**src/rtl/fnd_updown_counter.sv**
```systemverilog
// BCD up/down counter with a multiplexed, active-low 7-segment (FND) driver.
// Optional leading-zero blanking is enabled by defining FND_LZB_EN.
module fnd_updown_counter #(
   parameter int unsigned NUM_DIGITS = 4,
   parameter int unsigned CLK_HZ     = 100_000_000,
   parameter int unsigned TICK_HZ    = 10,
   parameter int unsigned SCAN_HZ    = 1000,
   parameter int unsigned MAX_COUNT  = 9999
) (
   input  logic                    clk,
   input  logic                    rst,
   input  logic                    run,
   input  logic                    dir,
   input  logic                    clr,
   output logic [4*NUM_DIGITS-1:0] bcd,
   output logic                    wrap,
   output logic [7:0]              fnd_data,
   output logic [NUM_DIGITS-1:0]   fnd_com
);

   localparam int unsigned TickDiv = CLK_HZ / TICK_HZ;
   localparam int unsigned ScanDiv = CLK_HZ / SCAN_HZ;
   localparam int unsigned PreW    = (TickDiv > 1) ? $clog2(TickDiv) : 1;
   localparam int unsigned ScanW   = (ScanDiv > 1) ? $clog2(ScanDiv) : 1;
   localparam int unsigned CntW    = (MAX_COUNT > 0) ? $clog2(MAX_COUNT + 1) : 1;
   localparam int unsigned IdxW    = (NUM_DIGITS > 1) ? $clog2(NUM_DIGITS) : 1;
   localparam int unsigned BcdW    = 4 * NUM_DIGITS;

   localparam logic [PreW-1:0]  PreMax  = PreW'(TickDiv - 1);
   localparam logic [ScanW-1:0] ScanMax = ScanW'(ScanDiv - 1);
   localparam logic [CntW-1:0]  CntMax  = CntW'(MAX_COUNT);
   localparam logic [IdxW-1:0]  IdxMax  = IdxW'(NUM_DIGITS - 1);

   function automatic logic [BcdW-1:0] to_bcd(input int unsigned n);
      int unsigned r;
      r = n;
      to_bcd = '0;
      for (int i = 0; i < NUM_DIGITS; i++) begin
         to_bcd[4*i +: 4] = 4'(r % 10);
         r = r / 10;
      end
   endfunction

   localparam logic [BcdW-1:0] MaxBcd = to_bcd(MAX_COUNT);

   // Ripple +1 across digits: a 9 rolls to 0 and carries on.
   function automatic logic [BcdW-1:0] bcd_incr(input logic [BcdW-1:0] v);
      logic carry;
      carry = 1'b1;
      bcd_incr = v;
      for (int i = 0; i < NUM_DIGITS; i++) begin
         if (carry) begin
            if (v[4*i +: 4] == 4'd9) begin
               bcd_incr[4*i +: 4] = 4'd0;
            end else begin
               bcd_incr[4*i +: 4] = v[4*i +: 4] + 4'd1;
               carry = 1'b0;
            end
         end
      end
   endfunction

   // Ripple -1 across digits: a 0 rolls to 9 and borrows on.
   function automatic logic [BcdW-1:0] bcd_decr(input logic [BcdW-1:0] v);
      logic borrow;
      borrow = 1'b1;
      bcd_decr = v;
      for (int i = 0; i < NUM_DIGITS; i++) begin
         if (borrow) begin
            if (v[4*i +: 4] == 4'd0) begin
               bcd_decr[4*i +: 4] = 4'd9;
            end else begin
               bcd_decr[4*i +: 4] = v[4*i +: 4] - 4'd1;
               borrow = 1'b0;
            end
         end
      end
   endfunction

   // Active-low {dp,g,f,e,d,c,b,a}; dp always off.
   function automatic logic [7:0] seg7(input logic [3:0] d);
      case (d)
         4'd0:    seg7 = 8'hC0;
         4'd1:    seg7 = 8'hF9;
         4'd2:    seg7 = 8'hA4;
         4'd3:    seg7 = 8'hB0;
         4'd4:    seg7 = 8'h99;
         4'd5:    seg7 = 8'h92;
         4'd6:    seg7 = 8'h82;
         4'd7:    seg7 = 8'hF8;
         4'd8:    seg7 = 8'h80;
         4'd9:    seg7 = 8'h90;
         default: seg7 = 8'hFF;
      endcase
   endfunction

   logic [PreW-1:0]       presc_q, presc_d;
   logic [CntW-1:0]       bin_q, bin_d;
   logic [BcdW-1:0]       bcd_q, bcd_d;
   logic                  wrap_q, wrap_d;
   logic [ScanW-1:0]      scan_cnt_q, scan_cnt_d;
   logic [IdxW-1:0]       idx_q, idx_d;
   logic [7:0]            fnd_data_q, fnd_data_d;
   logic [NUM_DIGITS-1:0] fnd_com_q, fnd_com_d;
   logic                  tick;
   logic                  blank;
   logic [3:0]            cur_digit;

   // Prescaler and counter next state; clr wins over a coincident tick.
   always_comb begin
      presc_d = presc_q;
      bin_d   = bin_q;
      bcd_d   = bcd_q;
      wrap_d  = 1'b0;
      tick    = run && (presc_q == PreMax);
      if (clr) begin
         presc_d = '0;
         bin_d   = '0;
         bcd_d   = '0;
      end else if (run) begin
         presc_d = tick ? '0 : presc_q + 1'b1;
         if (tick) begin
            if (dir) begin
               if (bin_q == CntMax) begin
                  bin_d  = '0;
                  bcd_d  = '0;
                  wrap_d = 1'b1;
               end else begin
                  bin_d = bin_q + 1'b1;
                  bcd_d = bcd_incr(bcd_q);
               end
            end else begin
               if (bin_q == '0) begin
                  bin_d  = CntMax;
                  bcd_d  = MaxBcd;
                  wrap_d = 1'b1;
               end else begin
                  bin_d = bin_q - 1'b1;
                  bcd_d = bcd_decr(bcd_q);
               end
            end
         end
      end
   end

   // Free-running scan divider and registered segment/common outputs.
   always_comb begin
      scan_cnt_d = scan_cnt_q + 1'b1;
      idx_d      = idx_q;
      if (scan_cnt_q == ScanMax) begin
         scan_cnt_d = '0;
         idx_d      = (idx_q == IdxMax) ? '0 : idx_q + 1'b1;
      end
      cur_digit = bcd_q[{idx_q, 2'b00} +: 4];
      blank     = 1'b0;
`ifdef FND_LZB_EN
      // Blank when this and every higher digit is zero; digit 0 always shows.
      blank = (idx_q != '0);
      for (int i = 0; i < NUM_DIGITS; i++) begin
         if ((i >= int'(idx_q)) && (bcd_q[4*i +: 4] != 4'd0)) begin
            blank = 1'b0;
         end
      end
`endif
      fnd_com_d  = ~(NUM_DIGITS'(1) << idx_q);
      fnd_data_d = blank ? 8'hFF : seg7(cur_digit);
   end

   // State registers, asynchronously cleared.
   always_ff @(posedge clk or negedge rst) begin
      if (!rst) begin
         presc_q    <= '0;
         bin_q      <= '0;
         bcd_q      <= '0;
         wrap_q     <= 1'b0;
         scan_cnt_q <= '0;
         idx_q      <= '0;
         fnd_data_q <= 8'hC0;
         fnd_com_q  <= ~NUM_DIGITS'(1);
      end else begin
         presc_q    <= presc_d;
         bin_q      <= bin_d;
         bcd_q      <= bcd_d;
         wrap_q     <= wrap_d;
         scan_cnt_q <= scan_cnt_d;
         idx_q      <= idx_d;
         fnd_data_q <= fnd_data_d;
         fnd_com_q  <= fnd_com_d;
      end
   end

   assign bcd      = bcd_q;
   assign wrap     = wrap_q;
   assign fnd_data = fnd_data_q;
   assign fnd_com  = fnd_com_q;

endmodule

```
**config.mk**
```make
export PLATFORM = sky130hd
export DESIGN_NAME = fnd_updown_counter
export DESIGN_NICKNAME = d
export VERILOG_FILES = /design/src/rtl/fnd_updown_counter.sv
export SDC_FILE = /design/constraint.sdc
export NUM_CORES = 1
export LEC_CHECK = 0
export CAP_MARGIN = 10
export CORE_ASPECT_RATIO = 1.1
export CORE_MARGIN = 4
export CORE_UTILIZATION = 50
export CTS_CLUSTER_SIZE = 14
export DETAILED_ROUTE_END_ITERATION = 10
export PLACE_DENSITY = 0.71
export SLEW_MARGIN = 20
export SYNTH_ARGS = -nofsm -noshare
export SYNTH_HDL_FRONTEND = slang
export SYNTH_SLANG_ARGS = --single-unit
```
**constraint.sdc**
```tcl
create_clock -name clk -period 2.7 [get_ports clk]
set_clock_uncertainty 0.1 [all_clocks]
set_input_delay 0.27 -clock clk [delete_from_list [all_inputs] [get_ports clk]]
set_output_delay 0.27 -clock clk [all_outputs]
set_load 0.05 [all_outputs]
```
==> results_dict.tcl <==
set metrics [dict create \
    cts_hold_buffers 1 \
    clock_sinks 85 \
    rsz0062_at_grt "false" \
    antenna_found_initial 0 \
    dpl.hpwl_mm 9.480 \
    status "completed" \
    pre_cts_slack_ns 0.05401 \
    path_buf_inv 1 \
    critPathMaxStageDelay_ns 0.61 \
    synth_cell_types 72 \
    io_buffers 32 \
    root_buffer "clkbuf_16" \
    seq_area_sq_mm 0.002132 \
    crit_family "compound AO/OA/AOI/OAI gates" \
    synth.top_cells.by_count "dfrtp_1, nor2_1, inv_1" \
    cts_buffer_depth 2 \
    synth_warnings 0 \
    wire_per_inst_um 17.24 \
    path_cells "buf_4 -> ha_1 -> nand3_1 -> o41a_1 -> a221oi_1 -> o21ai_0 -> mux2_2" \
    synth-seq-cells 85 \
    fill_cells 912 \
    async_flop_share 1.000 \
    p_leak_uw 0.002577 \
    hp-class "input pin to asynchronous set/reset pin" \
    setup_viol_count_final 0 \
    postCtsSetupBuffers 0 \
    worstPathRequired_ns 2.84 \
    multi_input_area_sq_mm 0.002972 \
    yosysSeqAreaShare 0.3968 \
    crit_arrival_ns 2.71 \
    finalCritPeriodShare 0.9517 \
    synth-edff-count 0 \
    relSlewSlack 0.4497 \
    synthTopCellsByArea "dfrtp_1, ha_1, xnor2_1, nor2_1, o21ai_0" \
    vias_per_cell 6.087 \
    nets 660 \
    clk_pin_slew_worst_paths_ns 0.07 \
    path_class "register to register" \
    synth.most_common_cell "dfrtp_1" \
    die_area_sq_mm 0.01247 \
    drive_above_1_share 0.1244 \
    grt_overflow 0 \
    synth_largest_area_cell "dfrtp_1" \
    cts_buffers 9 \
    min_period_ns 2.570 \
    syn_area_sq_mm 0.005373 \
    hold_viol_final 0 \
    grt_pass1_wl_mm 22.08 \
    gp_congestion 0.8745 \
    drtPass1Iterations 5 \
    synth.avg_cell_area_sq_um 9.153 \
    route.detailed.drc 0 \
    cp_slowest_cell "o41a_1" \
    instances_no_fill 778 \
    clk_latency_ns 0.35 \
    tns_ns 0 \
    num_antenna_cells 0 \
    power_density_mw_per_mm2 781.0 \
    die_y_um 116.7 \
    dr.first_iter.drc_count 342 \
    drv_cap 0 \
    drt_wl_total_mm 13.42 \
    synth_top_area_share 0.3773 \
    dpl-instance-area_sq_mm 0.005977 \
    crit_path_end_kind "register" \
    synthFlopType "dfrtp_1" \
    cp-start-kind "register" \
    cp_max_fo 8 \
    tightest_slew_ns 0.8228 \
    grt_use_total 0.2213 \
    coreArea_sq_mm 0.01044 \
    cts_resized 0 \
    final_area_sq_mm 0.006290 \
    io_pins 34 \
    syn2layout_area_growth_pct 17.07 \
    syn_nets 617 \
    grt_max_degree 50 \
    peakVddDrop_uv 397.8 \
    slew_viol_final 0 \
    die_x_um 106.8 \
    tritoncts "built" \
    timing.final.ws_setup_ns 0.1304 \
    dp_cells 761 \
    postRouteAntennaNets 0 \
    syn-instance-count 587 \
    max_freq_mhz 389.2 \
    num_vias 4736 \
    rows 39 \
    start_util 0.5145 \
    grt_pass1_vias 4512 \
    h-tree-depth 3 \
]
## where the power goes
| part | switching (uW) | internal [uW] | total [uW] |
|---|---|---|---|
| combinational | 1220 | 722 | 1940 |
| sequential | 260 | 1430 | 1690 |
| clock | 535 | 744 | 1280 |
| total | 2010 | 2900 | 4910 |
## worst register-to-register path, cell delays in order (launching register included)
cell	delay (ns)
dfrtp_1	0.41
buf_4	0.17
ha_1	0.16
nand3_1	0.24
o41a_1	0.61
a221oi_1	0.37
o21ai_0	0.12
mux2_2	0.28
## state kept, by name (all words and copies together) (netlist names)
name / cells
idx_q: 2
wrap: 1
scan_cnt_q: 17
presc_q: 24
fnd_com: 4
bcd: 16
bin_q: 14
fnd_data: 7
## path summary, 6_finish.rpt
path / slack (ns) / to / cells past startpoint / from
max in group asynchronous: 1.47 / fnd_com[2] / 3 / rst
min in group clk: 0.39 / scan_cnt_q[0] / 1 / scan_cnt_q[0]
worst max-delay path: 0.13 / bcd[7] / 7 / bin_q[0]
worst min-delay path: 0.35 / bin_q[8] / 2 / rst
worst max register to register: 0.13 / bcd[7] / 7 / bin_q[0]
worst min register to register: 0.39 / scan_cnt_q[0] / 1 / scan_cnt_q[0]
## cell families after synthesis
family          Yosys count  synth area share
other cells               1         0.0006980
fa+ha+maj                25           0.05822
xor+xnor                 36           0.05869
flops                    85            0.3968
buf+inv                  66           0.05240
mux                      10           0.03004
compound gates          138            0.1768
simple gates            226            0.2264
## routing by layer
layer / share of wire / vias to the layer above / track usage
met5: 0 / - / 0
met4: 0.020 / 0 / 0.1066
met3: 0.052 / 25 / 0.03483
met2: 0.49 / 171 / 0.3627
met1: 0.44 / 2293 / 0.2887
li1: - / 2247 / -
## stage by stage
stage                     utilization  hold slack (ns)  power [uW]
after detailed placement       0.5724           0.1814        3617
after CTS                      0.6023           0.3645        4896
after global placement         0.5724           0.1765        3567
after global routing           0.6023           0.3983        5140
after floorplan                     -          -0.1256        2988
final                          0.6023           0.3459        4912
## cell type report
cell class	instances	share of cell area
multi-input cells	436	0.4724
flip-flops and latches	85	0.3390
repair buffers	65	0.09230
clock buffers	11	0.03859
well taps	143	0.02845
inverters	33	0.01969
clock inverters	5	0.009548
## layout by cell type (no fill, tap or decap), types with 4 or more instances in the layout
| cell type | count |
|---|---|
| mux4_2 | 4 |
| a31oi_1 | 8 |
| o2bb2ai_1 | 4 |
| dfrtp_1 | 81 |
| nand2b_1 | 5 |
| a211oi_1 | 4 |
| nand2_1 | 28 |
| nand3_1 | 26 |
| nand4_1 | 20 |
| and3_1 | 8 |
| o32ai_1 | 4 |
| buf_4 | 32 |
| or3_1 | 4 |
| o22ai_1 | 4 |
| and4_1 | 5 |
| o21ai_0 | 32 |
| xor2_1 | 11 |
| dfstp_2 | 4 |
| clkdlybuf4s50_1 | 31 |
| ha_1 | 25 |
| inv_1 | 33 |
| a21oi_1 | 29 |
| clkbuf_16 | 9 |
| xnor2_1 | 25 |
| nor3b_1 | 4 |
| nor2b_1 | 4 |
| a22oi_1 | 6 |
| o31ai_1 | 10 |
| nor4_1 | 11 |
| nor2_1 | 58 |
| nor3_1 | 26 |
No activity file was read; power rests on OpenSTA's default activity.
